### src/rtl/execute_stage.sv
// Execute stage: D/E register, ALU, memory-operand steering and E/M register.
// Optional EXEC_MUL_EN makes ALUop 111 a multiply; otherwise it passes srcB.
module execute_stage #(
    parameter int DATA_W = 16,
    parameter int RDST_W = 4
) (
    input  logic              clk,
    input  logic              reset,
    input  logic              stall,
    input  logic              flush,
    input  logic              wbs_in,
    input  logic              wm_in,
    input  logic              am_in,
    input  logic              ni_in,
    input  logic              wce_in,
    input  logic              wme1_in,
    input  logic              wme2_in,
    input  logic              alu_mux_in,
    input  logic              reg_dest_in,
    input  logic              wre_in,
    input  logic [1:0]        mm_in,
    input  logic [2:0]        ALUop_in,
    input  logic [RDST_W-1:0] reg_dest_data_in,
    input  logic [DATA_W-1:0] srcA_in,
    input  logic [DATA_W-1:0] srcB_in,
    output logic              wbs_out,
    output logic              wm_out,
    output logic              ni_out,
    output logic              wce_out,
    output logic              wme1_out,
    output logic              wme2_out,
    output logic              reg_dest_out,
    output logic              wre_out,
    output logic [1:0]        mm_out,
    output logic [RDST_W-1:0] reg_dest_data_out,
    output logic [DATA_W-1:0] ALUresult_out,
    output logic [DATA_W-1:0] memData_out,
    output logic              flagN,
    output logic              flagZ
);

    typedef struct packed {
        logic              wbs;
        logic              wm;
        logic              am;
        logic              ni;
        logic              wce;
        logic              wme1;
        logic              wme2;
        logic              alu_mux;
        logic              reg_dest;
        logic              wre;
        logic [1:0]        mm;
        logic [2:0]        aluop;
        logic [RDST_W-1:0] rdd;
        logic [DATA_W-1:0] a;
        logic [DATA_W-1:0] b;
    } de_t;

    typedef struct packed {
        logic              wbs;
        logic              wm;
        logic              ni;
        logic              wce;
        logic              wme1;
        logic              wme2;
        logic              reg_dest;
        logic              wre;
        logic [1:0]        mm;
        logic [RDST_W-1:0] rdd;
        logic [DATA_W-1:0] res;
        logic [DATA_W-1:0] mem;
    } em_t;

    de_t de_d, de_q;
    em_t em_d, em_q;

    logic [DATA_W-1:0] alu;
    logic [DATA_W-1:0] addr_or_data;
    logic [DATA_W-1:0] store_data;

    always_comb begin
        de_d.wbs      = wbs_in;
        de_d.wm       = wm_in;
        de_d.am       = am_in;
        de_d.ni       = ni_in;
        de_d.wce      = wce_in;
        de_d.wme1     = wme1_in;
        de_d.wme2     = wme2_in;
        de_d.alu_mux  = alu_mux_in;
        de_d.reg_dest = reg_dest_in;
        de_d.wre      = wre_in;
        de_d.mm       = mm_in;
        de_d.aluop    = ALUop_in;
        de_d.rdd      = reg_dest_data_in;
        de_d.a        = srcA_in;
        de_d.b        = srcB_in;
    end

    always_comb begin
        alu = '0;
        unique case (de_q.aluop)
            3'b000: alu = de_q.a + de_q.b;
            3'b001: alu = de_q.a - de_q.b;
            3'b010: alu = de_q.a & de_q.b;
            3'b011: alu = de_q.a | de_q.b;
            3'b100: alu = de_q.a ^ de_q.b;
            3'b101: alu = de_q.a << de_q.b[3:0];
            3'b110: alu = de_q.a >> de_q.b[3:0];
`ifdef EXEC_MUL_EN
            3'b111: alu = de_q.a * de_q.b;
`else
            3'b111: alu = de_q.b;
`endif
        endcase
    end

    assign flagN = alu[DATA_W-1];
    assign flagZ = (alu == '0);

    // am selects whether srcB is an address/data operand or store data
    assign addr_or_data = de_q.am ? '0 : de_q.b;
    assign store_data   = de_q.am ? de_q.b : '0;

    always_comb begin
        em_d.wbs      = de_q.wbs;
        em_d.wm       = de_q.wm;
        em_d.ni       = de_q.ni;
        em_d.wce      = de_q.wce;
        em_d.wme1     = de_q.wme1;
        em_d.wme2     = de_q.wme2;
        em_d.reg_dest = de_q.reg_dest;
        em_d.wre      = de_q.wre;
        em_d.mm       = de_q.mm;
        em_d.rdd      = de_q.rdd;
        em_d.res      = de_q.alu_mux ? addr_or_data : alu;
        em_d.mem      = store_data;
    end

    always_ff @(posedge clk) begin
        if (reset)
            de_q <= '0;
        else if (flush)
            de_q <= '0;
        else if (!stall)
            de_q <= de_d;
    end

    always_ff @(posedge clk) begin
        if (reset)
            em_q <= '0;
        else if (!stall)
            em_q <= em_d;
    end

    assign wbs_out           = em_q.wbs;
    assign wm_out            = em_q.wm;
    assign ni_out            = em_q.ni;
    assign wce_out           = em_q.wce;
    assign wme1_out          = em_q.wme1;
    assign wme2_out          = em_q.wme2;
    assign reg_dest_out      = em_q.reg_dest;
    assign wre_out           = em_q.wre;
    assign mm_out            = em_q.mm;
    assign reg_dest_data_out = em_q.rdd;
    assign ALUresult_out     = em_q.res;
    assign memData_out       = em_q.mem;

endmodule

### config.mk
export PLATFORM = sky130hd
export DESIGN_NAME = execute_stage
export DESIGN_NICKNAME = d
export VERILOG_FILES = /design/src/rtl/execute_stage.sv
export SDC_FILE = /design/constraint.sdc
export NUM_CORES = 1
export LEC_CHECK = 0
export BUFFER_PORTS_ARGS = -buffer_cell sky130_fd_sc_hd__clkbuf_2
export CAP_MARGIN = 20
export CORE_ASPECT_RATIO = 0.6
export CORE_UTILIZATION = 30
export DETAILED_ROUTE_END_ITERATION = 7
export PLACE_DENSITY = 0.52
export SETUP_SLACK_MARGIN = 0.05
export SYNTH_ARGS = -nofsm -noshare
export SYNTH_HDL_FRONTEND = slang
export SYNTH_SLANG_ARGS = --single-unit
### constraint.sdc
create_clock -name clk -period 10.8 [get_ports clk]
set_clock_uncertainty 0.2 [all_clocks]
set_input_delay 0.54 -clock clk [delete_from_list [all_inputs] [get_ports clk]]
set_output_delay 0.54 -clock clk [all_outputs]
set_load 0.01 [all_outputs]
==> run summary <==
STA
---------------------------------------------------------------------------------
Final number of hold-violating endpoints                                        0
Number of failing setup endpoints in the final timing report                    0
Upper clock frequency limit                                               171 MHz
Total negative setup slack                                                   0 ns
Final Cycle Share                                                           54.2%
Final Max Tran Viols                                                            0
Clock period minus worst slack                                            5.86 ns
Transition time at the pin with the least slew margin                     1.04 ns
Setup repair after global routing missed its margin                         false
Relative max-transition margin                                              29.4%

WORST SETUP PATH
---------------------------------------------------------------------------------
Start-to-end type of the worst setup path                            flip-flop to primary output
Capturing point of the worst reg2reg path                            ALUresult_out[13]
Flop-to-flop setup slack                                                  5.95 ns
Arrival time worst endpoint                                               5.12 ns
Number of cells on the worst reg-to-reg path                                   13
Maximum fanout along the worst path                                             8
Critical register-to-register path startpoint                            de_q[38]
Kind of launch point of the worst setup path                            flip-flop
Critical path endpoint category                                      primary output
Req. time, crit path                                                     10.06 ns

CTS
---------------------------------------------------------------------------------
Clk Latency, worst-skew pair                                              0.37 ns
CTS HTree Levels                                                                3
Clk pin slew, worst setup/hold paths                                      0.09 ns
Number of CTS-inserted buffers                                                  9
Post-CTS sizing                                                                 0
Post-CTS Hold Fix Bufs                                                          0
Number of clock sinks seen by CTS                                              97
Number of buffers on the longest clock path                                     2
Setup fix buffers added after clock tree synthesis                              0
CTS Root Buffer Type                                                 sky130_fd_sc_hd__clkbuf_16
CTS tree                                                                    built

PLACED DESIGN
---------------------------------------------------------------------------------
Count of input and output buffers                                             102
Final weighted congestion in routability-driven placement                   0.983
Post-DP HPWL                                                              19.4 mm

JOB
---------------------------------------------------------------------------------
Max-capacitance violation count                                                 0

DETAILED ROUTING
---------------------------------------------------------------------------------
Routed wire per std cell                                             21.3 microns
DRC errors left                                                                 0
Detailed-route wire length                                                26.4 mm
Antenna Violating Nets Remaining                                                0
1st-pass router iterations                                                      5
Via Count                                                                    6974
Iteration-0 DRC count of the detailed router                                  777
Routed via count divided by cell count                                       5.63

GLOBAL ROUTE
---------------------------------------------------------------------------------
Total routing resource utilization after global routing                     21.3%
Antenna violations before repair                                                0
Remaining global-route overflow                                                 0
Number of global-route vias before repair                                    6317
Global-route wire length before repair                                    39.8 mm
Pin count of the biggest net entering global routing                           66

FLOORPLAN
---------------------------------------------------------------------------------
Std-Cell Rows                                                                  43
Initial cell density of the core                                            31.2%
Die Span X                                                            204 microns
Core outline area                                                     23600 sq um
Die area                                                              25100 sq um
Boundary pin count                                                            103
Height of the chip                                                    123 microns

FINAL LAYOUT
---------------------------------------------------------------------------------
Sequential Area                                                        1940 sq um
Nets@finish                                                                  1024
Ratio of cells with drive above 1 in the final layout                       18.7%
Multi-input gate area in the final layout                              4910 sq um
Number of inserted diodes                                                       0
Layout Area Growth over Synthesis                                           13.2%
Number of filler instances in the final layout                               2500

WORST HOLD PATH
---------------------------------------------------------------------------------
Min-Delay Startpoint                                                  srcA_in[13]
Type of the worst min-delay path                                     input pin to flip-flop
Worst hold path depth                                                           3
End point of the most critical hold path                                 de_q[29]

LOGIC SYNTHESIS
---------------------------------------------------------------------------------
Number of synthesized register bits                                            97
Synth Instances                                                               873
Share of the synthesized area in the top cell type                          26.4%
Primary flip-flop cell chosen by synthesis mapping                   sky130_fd_sc_hd__dfxtp_1
Leading cell types by total area after synthesis                     sky130_fd_sc_hd__dfxtp_1, sky130_fd_sc_hd__mux2i_1, sky130_fd_sc_hd__ha_1
Number of library cell types mapped by synthesis                               74
Fraction of synthesis flops using an asynchronous set or reset pin             0%
Syn Nets                                                                      978
Most area-hungry cell type in the Yosys netlist                      sky130_fd_sc_hd__dfxtp_1
Synthesis warning total                                                         0
Cell area after synthesis                                              7340 sq um
Number of flops mapped to enable cells by yosys                                 0
Avg Synthesized Cell Area                                              8.41 sq um
Seq/Total Area, Yosys                                                       26.4%

POWER
---------------------------------------------------------------------------------
PwrDens                                                               120 nW/um^2
Worst supply voltage drop on vdd                                         0.124 mV
Static Leakage                                                            3.42 nW
Overall power of the completed layout                                    0.999 mW

OUTCOME
---------------------------------------------------------------------------------
Result of the run                                                       completed

## worst max path at each step
stage	start	endpoint	slack, ns	cells after the start
after CTS	de_q[37]	flagZ	5.04	14
after global placement	de_q[38]	flagZ	5.49	14
after floorplan	de_q[0]	flagZ	6.25	16
after global routing	de_q[0]	flagZ	4.52	15
after detailed placement	de_q[38]	flagZ	5.45	14
final	de_q[38]	flagZ	4.94	14
## registers in the layout, summed over array words and instances, names as in the netlist
| name | count |
|---|---|
| ALUresult_out | 16 |
| de_q | 51 |
| memData_out | 16 |
| mm_out | 2 |
| ni_out | 1 |
| reg_dest_data_out | 4 |
| reg_dest_out | 1 |
| wbs_out | 1 |
| wce_out | 1 |
| wm_out | 1 |
| wme1_out | 1 |
| wme2_out | 1 |
| wre_out | 1 |
## through the flow
| stage | util (%) | hold WS [ns] | std cells | worst slack (ns) | cell area (sq um) |
|---|---|---|---|---|---|
| after floorplan | - | 0.260 | 873 | 6.25 | 7340 |
| after global placement | 34.0 | 0.252 | 1223 | 5.49 | 8020 |
| after detailed placement | 34.0 | 0.257 | 1223 | 5.45 | 8020 |
| after CTS | 35.3 | 0.187 | 1239 | 5.04 | 8310 |
| after global routing | 35.3 | 0.209 | 1239 | 4.52 | 8310 |
| final | 35.3 | 0.199 | 1239 | 4.94 | 8310 |
## cells in the final DEF, fill, tap and decap left out, types with 3 or more instances in the layout
| master | n |
|---|---|
| sky130_fd_sc_hd__a211oi_1 | 11 |
| sky130_fd_sc_hd__a21oi_1 | 42 |
| sky130_fd_sc_hd__a221o_1 | 3 |
| sky130_fd_sc_hd__a221oi_1 | 8 |
| sky130_fd_sc_hd__a22o_1 | 4 |
| sky130_fd_sc_hd__a22oi_1 | 20 |
| sky130_fd_sc_hd__a31oi_1 | 8 |
| sky130_fd_sc_hd__a32oi_1 | 4 |
| sky130_fd_sc_hd__and3_1 | 5 |
| sky130_fd_sc_hd__buf_4 | 11 |
| sky130_fd_sc_hd__clkbuf_16 | 9 |
| sky130_fd_sc_hd__clkbuf_2 | 101 |
| sky130_fd_sc_hd__dfxtp_1 | 95 |
| sky130_fd_sc_hd__ha_1 | 49 |
| sky130_fd_sc_hd__inv_1 | 46 |
| sky130_fd_sc_hd__mux2_2 | 3 |
| sky130_fd_sc_hd__mux2i_1 | 89 |
| sky130_fd_sc_hd__mux4_2 | 25 |
| sky130_fd_sc_hd__nand2_1 | 36 |
| sky130_fd_sc_hd__nand2b_1 | 7 |
| sky130_fd_sc_hd__nand3_1 | 10 |
| sky130_fd_sc_hd__nor2_1 | 134 |
| sky130_fd_sc_hd__nor2b_1 | 10 |
| sky130_fd_sc_hd__nor3_1 | 24 |
| sky130_fd_sc_hd__o211a_1 | 7 |
| sky130_fd_sc_hd__o211ai_1 | 11 |
| sky130_fd_sc_hd__o21a_1 | 4 |
| sky130_fd_sc_hd__o21ai_0 | 35 |
| sky130_fd_sc_hd__o21ai_1 | 5 |
| sky130_fd_sc_hd__o221ai_1 | 4 |
| sky130_fd_sc_hd__o22ai_1 | 9 |
| sky130_fd_sc_hd__o31a_1 | 3 |
| sky130_fd_sc_hd__or3_1 | 7 |
| sky130_fd_sc_hd__or4_1 | 4 |
| sky130_fd_sc_hd__xnor2_1 | 19 |
## area by class of cell
type                            count  share of cell area (%)
Tap cell                          315                    4.74
Sequential cell                    97                    23.4
Inverter                           48                    2.17
Multi-Input combinational cell    651                    59.1
Clock buffer                        9                    2.71
Clock inverter                      7                   0.843
Timing Repair Buffer              112                    7.08
## routing by layer
layer	global-route usage, %	wire length (microns)
met2	26.3	9670
met3	7.64	3040
met5	0	0
met4	4.80	341
met1	33.3	13400
## report_power, final
part           internal [mW]  switching, mW
Clock                  0.164          0.165
Combinational          0.109          0.170
Sequential             0.372         0.0204
## synthesized netlist by cell type (3+ instances only)
master / instances
sky130_fd_sc_hd__nand2_1: 36
sky130_fd_sc_hd__xnor2_1: 19
sky130_fd_sc_hd__or4_1: 4
sky130_fd_sc_hd__o21a_1: 4
sky130_fd_sc_hd__o21ai_0: 35
sky130_fd_sc_hd__a221oi_1: 8
sky130_fd_sc_hd__mux2i_1: 89
sky130_fd_sc_hd__clkbuf_1: 57
sky130_fd_sc_hd__nor2_1: 134
sky130_fd_sc_hd__o211a_1: 7
sky130_fd_sc_hd__o31a_1: 3
sky130_fd_sc_hd__a221o_1: 3
sky130_fd_sc_hd__o221ai_1: 4
sky130_fd_sc_hd__or3_1: 7
sky130_fd_sc_hd__a21oi_1: 42
sky130_fd_sc_hd__buf_2: 8
sky130_fd_sc_hd__a22o_1: 4
sky130_fd_sc_hd__o211ai_1: 11
sky130_fd_sc_hd__o22ai_1: 9
sky130_fd_sc_hd__mux2_2: 3
sky130_fd_sc_hd__a32oi_1: 4
sky130_fd_sc_hd__nor2b_1: 10
sky130_fd_sc_hd__mux4_2: 25
sky130_fd_sc_hd__o21ai_1: 5
sky130_fd_sc_hd__nand3_1: 10
sky130_fd_sc_hd__nand2b_1: 7
sky130_fd_sc_hd__nor3_1: 24
sky130_fd_sc_hd__inv_1: 46
sky130_fd_sc_hd__a22oi_1: 20
sky130_fd_sc_hd__buf_1: 9
sky130_fd_sc_hd__a211oi_1: 11
sky130_fd_sc_hd__a31oi_1: 8
sky130_fd_sc_hd__and3_1: 5
sky130_fd_sc_hd__dfxtp_1: 97
sky130_fd_sc_hd__ha_1: 49
## critical path: stages (launching register included)
cell and delay [ns]:
sky130_fd_sc_hd__dfxtp_1 0.31, sky130_fd_sc_hd__nor2_1 0.54, sky130_fd_sc_hd__nand2_1 0.38, sky130_fd_sc_hd__o21ai_0 0.20, sky130_fd_sc_hd__xnor2_1 0.16, sky130_fd_sc_hd__ha_1 0.34
sky130_fd_sc_hd__and2_1 0.20, sky130_fd_sc_hd__o311a_1 0.31, sky130_fd_sc_hd__o41ai_2 0.64, sky130_fd_sc_hd__a21oi_1 0.18, sky130_fd_sc_hd__mux2i_1 0.15, sky130_fd_sc_hd__a2111oi_0 0.74
sky130_fd_sc_hd__nand2b_1 0.14, sky130_fd_sc_hd__nor4_2 0.27, sky130_fd_sc_hd__clkbuf_2 0.20
## cells by family after synthesis
kind of cell | after synthesis | synth area share (%)
AOI/OAI and AO/OA | 207 | 19.6
xor gates and xnor gates | 19 | 2.27
adders and majority gates | 50 | 8.62
buffers and inverters | 125 | 6.78
DFF | 97 | 26.4
muxes | 117 | 20.3
and+or+nand+nor | 258 | 16.1
Power figures use the tool's default switching activity.
